==> config.mk <==
export PLATFORM = sky130hd
export DESIGN_NAME = regfile_wb_arbiter
export DESIGN_NICKNAME = d
export VERILOG_FILES = /design/src/rtl/regfile_wb_arbiter.sv
export SDC_FILE = /design/constraint.sdc
export NUM_CORES = 1
export LEC_CHECK = 0
export CAP_MARGIN = 20
export CORE_AREA = 8 8 92 94
export DETAILED_ROUTE_END_ITERATION = 16
export DIE_AREA = 0 0 100 102
export PLACE_DENSITY = 0.87
export SKIP_LAST_GASP = 1
export SYNTH_ARGS = -nofsm -noshare
export SYNTH_HDL_FRONTEND = slang
export SYNTH_SLANG_ARGS = --single-unit
==> constraint.sdc <==
create_clock -name clock -period 7 [get_ports clock]
set_clock_uncertainty 0.05 [all_clocks]
set_input_delay 1.4 -clock clock [delete_from_list [all_inputs] [get_ports clock]]
set_output_delay 1.4 -clock clock [all_outputs]
set_load 0.05 [all_outputs]
==> src/rtl/regfile_wb_arbiter.sv <==
// Writeback arbiter: shares one register-file write port between the ALU and
// load return paths, with load priority, ALU anti-starvation and $zero drop.
module regfile_wb_arbiter #(
    parameter int STARVE_LIMIT = 3,
    parameter int CNT_W        = 16
) (
    input  logic             clock,
    input  logic             reset_n,
    input  logic             alu_valid,
    output logic             alu_ready,
    input  logic [4:0]       alu_reg,
    input  logic [31:0]      alu_data,
    input  logic             mem_valid,
    output logic             mem_ready,
    input  logic [4:0]       mem_reg,
    input  logic [31:0]      mem_data,
    output logic             reg_write,
    output logic [4:0]       write_reg,
    output logic [31:0]      write_data,
    output logic             alu_boost,
    output logic             dropped_r0,
    output logic [CNT_W-1:0] write_count
);

    localparam logic [3:0] LIMIT = 4'(STARVE_LIMIT);

    // Handshake: a request transfers on a rising clock edge where its valid
    // and ready are both high. Ready depends only on the two valids and the
    // starvation counter; at most one ready is high, and both are low in reset.

    logic [3:0]       starve_q, starve_d;
    logic             reg_write_q;
    logic [4:0]       write_reg_q;
    logic [31:0]      write_data_q;
    logic             dropped_q;
    logic [CNT_W-1:0] count_q;

    logic             boost;
    logic             alu_grant;
    logic             mem_grant;
    logic             any_grant;
    logic [4:0]       grant_reg;
    logic [31:0]      grant_data;

    always_comb begin
        boost     = alu_valid && mem_valid && (starve_q == LIMIT);
        alu_grant = reset_n && alu_valid && (!mem_valid || boost);
        mem_grant = reset_n && mem_valid && !alu_grant;
        any_grant = alu_grant || mem_grant;
        grant_reg  = alu_grant ? alu_reg  : mem_reg;
        grant_data = alu_grant ? alu_data : mem_data;
    end

    // The counter only measures unbroken waiting; any idle ALU cycle resets it.
    always_comb begin
        starve_d = starve_q;
        if (!alu_valid || alu_grant) begin
            starve_d = 4'd0;
        end else if (starve_q < LIMIT) begin
            starve_d = starve_q + 4'd1;
        end
    end

    always_ff @(posedge clock or negedge reset_n) begin
        if (!reset_n) begin
            starve_q     <= 4'd0;
            reg_write_q  <= 1'b0;
            write_reg_q  <= 5'd0;
            write_data_q <= 32'd0;
            dropped_q    <= 1'b0;
            count_q      <= '0;
        end else begin
            starve_q    <= starve_d;
            reg_write_q <= 1'b0;
            dropped_q   <= 1'b0;
            if (any_grant) begin
                if (grant_reg != 5'd0) begin
                    reg_write_q  <= 1'b1;
                    write_reg_q  <= grant_reg;
                    write_data_q <= grant_data;
                    count_q      <= count_q + CNT_W'(1);
                end else begin
                    dropped_q <= 1'b1;
                end
            end
        end
    end

    assign alu_ready   = alu_grant;
    assign mem_ready   = mem_grant;
    assign alu_boost   = reset_n && boost;
    assign reg_write   = reg_write_q;
    assign write_reg   = write_reg_q;
    assign write_data  = write_data_q;
    assign dropped_r0  = dropped_q;
    assign write_count = count_q;

endmodule

Word level (Yosys, flattened, before mapping)
Cells that the tools add are included.
{"block": "op_classes", "n_lt_le_gt_ge": 1, "n_reduce_logical": 16, "muxes": 8, "eq_ne": 1, "addsub": 2}
{"cell": "2-to-1 mux 32 bit", "count": 1}
{"cell": "adder 16 x 1 -> 16 bit, second input constant", "count": 1}
{"cell": "2-to-1 mux 4 bit", "count": 2}
{"cell": "logical AND 1 bit", "count": 7}
{"cell": "2-to-1 mux 5 bit", "count": 1}
{"cell": "nonzero test 5 bit", "count": 1}
{"cell": "adder 4 x 1 -> 4 bit, second input constant", "count": 1}
{"cell": "equality test 4 x 2 -> 1 bit, second input constant", "count": 1}
{"cell": "< comparator 4 x 2 -> 1 bit, second input constant", "count": 1}
{"cell": "2-to-1 mux 1 bit", "count": 4}
{"cell": "logical NOT 1 bit", "count": 3}
{"cell": "logical OR 1 bit", "count": 3}
{"cell": "AND reduction 2 bit", "count": 1}
{"cell": "nonzero test 2 bit", "count": 1}
{"block": "word_totals", "ff_bits": 59, "wordCells": 34}

Logic depth before layout (Yosys ltp)
{"block": "depth", "depth_word": 8, "mapped_depth": 8, "ltp_nobuf": 6}

Least setup slack after synthesis
No wires, ideal clock.
{"block": "synth_path", "path_type": "input to output", "start": "in alu_valid", "end": "out mem_ready", "t_arrival_ps": 2600, "n_path_buf": 2, "required_ps": 5550, "cell_stages": 5, "setup_slack_ps": 2950, "cell_sequence": "nand2_1 > a21o_1 > buf_2 > buf_1 > and3_1"}
{"block": "synth_via", "elab_chain_len": 6, "elab_cells_between_ends": 7}
{"element": "start, declared", "line_no": "9", "text": "input logic alu_valid,"}
{"element": "logical AND 1 bit (2 in a row)", "line_no": "46", "text": "boost = alu_valid && mem_valid && (starve_q == LIMIT);"}
{"element": "logical OR 1 bit", "line_no": "47", "text": "alu_grant = reset_n && alu_valid && (!mem_valid || boost);"}
{"element": "logical AND 1 bit *", "line_no": "47"}
{"element": "logical NOT 1 bit *", "line_no": "48", "text": "mem_grant = reset_n && mem_valid && !alu_grant;"}
{"element": "logical AND 1 bit *", "line_no": "48"}
{"element": "end, declared", "line_no": "14", "text": "output logic mem_ready,"}
Mark *: on every way between the ends. The rest lies on a longest branch, timed or not.

Worst setup path after layout
Same ends and word-level chain as after synthesis.

==> results.py <==
metrics = {
    "logic_synthesis": {
        "postSynth.asyncResetShare_pct": 100.0,
        "ys_types": 28,
        "yosysWarningCount": 0,
        "ys_ff_latch": 59,
        "synth-edff-count": 0,
        "syn_inst": 253,
        "yosys-top-cells-area": "dfrtp_1 55%, mux2i_1 14%, a21oi_1 6.7%, nor2_1 5.7%, xnor2_1 4.9%",
        "synth_area_mm2": 0.002706,
        "synthMostInstantiatedCell": "dfrtp_1",
        "syn_nets": 333,
        "synth-main-ff-cell": "dfrtp_1",
        "synth_top_area_share_pct": 54.55,
        "synth_seq_area_share_pct": 54.55,
        "yosys.area.top_type": "dfrtp_1",
        "ys_top_cells_by_count": "59 x dfrtp_1, 41 x nor2_1, 38 x mux2i_1, 36 x a21oi_1, 15 x xnor2_1",
        "postSynthAreaPerCell_um2": 10.70,
    },
    "power": {
        "leakage_uw": 0.001978,
        "powerDensity_mw_per_mm2": 273.0,
        "ir_worst_vdd_mv": 0.1834,
    },
    "sta": {
        "fmax_mhz": 212.5,
        "maxSlewHeadroom_pct": 49.48,
        "min_period_ns": 4.707,
        "period_share_pct": 67.24,
        "finalSetupViolations": 0,
        "tns_ns": 0,
        "slew_violations": 0,
        "setup_slack_ns": 2.293,
        "grt_setup_unrepaired": "false",
        "worst_slew_pin_slew_ns": 0.7578,
        "hold_viol": 0,
    },
    "finish": {
        "finish.utilization_pct": 61.79,
        "drive_gt1_share_pct": 6.616,
        "n_fill_cell": 612,
        "design_area_mm2": 0.004362,
        "nNetsFinal": 468,
        "insertedDiodeCount": 0,
        "largest_reg_flops": 32,
        "synthToLayoutAreaGrowth_pct": 61.16,
    },
    "route": {
        "route.detailed.wl_per_inst_um": 15.42,
        "drt_iter0_markers": 68,
        "vias_per_cell": 4.709,
        "drc": 0,
        "drtAntennaViolNets": 0,
        "vias": 2317,
        "finalWirelength_um": 7585,
        "firstDrtPassIters": 4,
    },
    "die": {
        "die_h_um": 102,
        "die_area_mm2": 0.01020,
        "start_util_pct": 38.34,
        "io_pins": 136,
        "core_area_mm2": 0.007059,
        "rows": 31,
        "die_w_um": 100,
    },
    "place": {
        "placed_cell_area_mm2": 0.004149,
        "io_buffer_count": 135,
        "place_congestion": 0.8090,
        "place.detailed.hpwl_um": 5817,
        "dp_slack_ns": 2.289,
    },
    "setup_path": {
        "critical_path.max_fanout": 6,
        "worstPathCellList": "clkdlybuf4s50_1 -> nand2_1 -> a21o_2 -> and3_1 -> clkdlybuf4s50_1",
        "path_buf_inv": 2,
        "critPathLaunchType": "primary input",
        "worst-endpoint-arrival_ns": 3.26,
        "critPathCaptureType": "output pin",
        "slowest_stage": "clkdlybuf4s50_1",
        "path_class": "primary input to output pin",
        "cp_top_family": "buffers and inverters",
        "crit_top_cell": "clkdlybuf4s50_1",
        "max_stage_delay_ns": 0.70,
        "cp.required_ns": 5.55,
    },
    "cts": {
        "cts_tree": "built",
        "cts_root_buffer": "clkbuf_8",
        "post-cts-setup-buffer-count": 0,
        "cts.repair.resized": 0,
        "numClockSinks": 59,
        "ctsHoldBuffers": 0,
        "clock_path_buffers": 2,
        "insertion_delay_ns": 0.32,
        "clkSlewWorstSetupHoldPaths_ns": 0.06,
        "cts_buffers": 9,
        "h-tree-depth": 3,
    },
    "job": {
        "drv_cap": 0,
    },
    "grt": {
        "grt_pass1_vias": 2341,
        "grt_usage_pct": 14.64,
        "grt_antenna_before_repair": 0,
        "grt-ovfl-total": 0,
        "grt_pass1_wl_um": 11790,
        "grt_max_degree": 63,
    },
    "hold_path": {
        "hold_path.class": "register to register",
    },
    "status": {
        "outcome": "finished, final reports clean",
    },
}
[final timing paths]
path	startpoint	endpoint	slack, ns	depth (start not counted)
max in group asynchronous	reset_n	write_data[2]	5.19	2
min reg2reg	write_count[15]	write_count[15]	0.43	1
min in group asynchronous	reset_n	write_count[4]	1.20	2
min	write_count[15]	write_count[15]	0.43	1
max	alu_valid	mem_ready	2.29	5
max reg2reg	starve_q[0]	write_reg[3]	3.86	9
[cell usage in the layout (no fill, tap or decap), types with 2 or more instances in the layout]
cell type and count:
o22ai_1 2, nand2_1 4, xnor2_1 15, clkdlybuf4s50_1 134, nor3_1 2, and3_1 7, buf_4 3, mux2i_1 38
ha_1 2, nand4_1 6, a21oi_1 36, clkinv_2 2, nor2_1 41, inv_1 4, clkbuf_8 12, dfrtp_1 59
nand3_1 10
[kinds of logic (layout without fill, tap and decap cells)]
| kind of cell | Yosys count | after routing | share of synthesized area [%] |
|---|---|---|---|
| buf+inv | 19 | 159 | 3.005 |
| compound gates | 42 | 42 | 8.876 |
| simple gates | 76 | 76 | 12.99 |
| flops | 59 | 59 | 54.55 |
| xor+xnor | 16 | 16 | 5.178 |
| mux | 39 | 39 | 14.47 |
| fa+ha+maj | 2 | 2 | 0.9245 |
[cell type report]
class | instances | area [um2] | share of cell area, %
clock buffer | 12 | 165.2 | 3.787
clock inverter | 4 | 47.55 | 1.090
inverter | 4 | 15.01 | 0.3442
multi-input combinational | 175 | 1150 | 26.36
sequential | 59 | 1476 | 33.85
tap | 99 | 123.9 | 2.840
timing repair buffer | 139 | 1384 | 31.73
[through the flow]
stage               hold slack [ns]  total power, uW  cells
finish                       0.4294             1191    492
global route                 0.4378             1248    492
CTS                          0.4271             1207    492
detailed placement           0.4169            882.0    476
global placement             0.4149            871.8    475
floorplan                    0.4403            700.3    253
[report_power, final]
part | internal [uW] | switching (uW)
sequential | 391 | 40.0
clock | 192 | 127
combinational | 167 | 273
[worst register-to-register path, cell delays in order, from the launching register on]
cell and delay, ns:
dfrtp_1 0.37, ha_1 0.16, or3b_1 0.41, a21o_2 0.29, buf_4 0.33, a211oi_4 0.50, buf_8 0.25, buf_4 0.47
nor2_1 0.11, a21oi_1 0.14
[metal layers]
metal,track usage (%),wire (um)
met3,5.109,549
met1,16.84,3233
met5,0,0
met2,24.22,3681
met4,6.395,120
(Power assumes the default switching activity.)
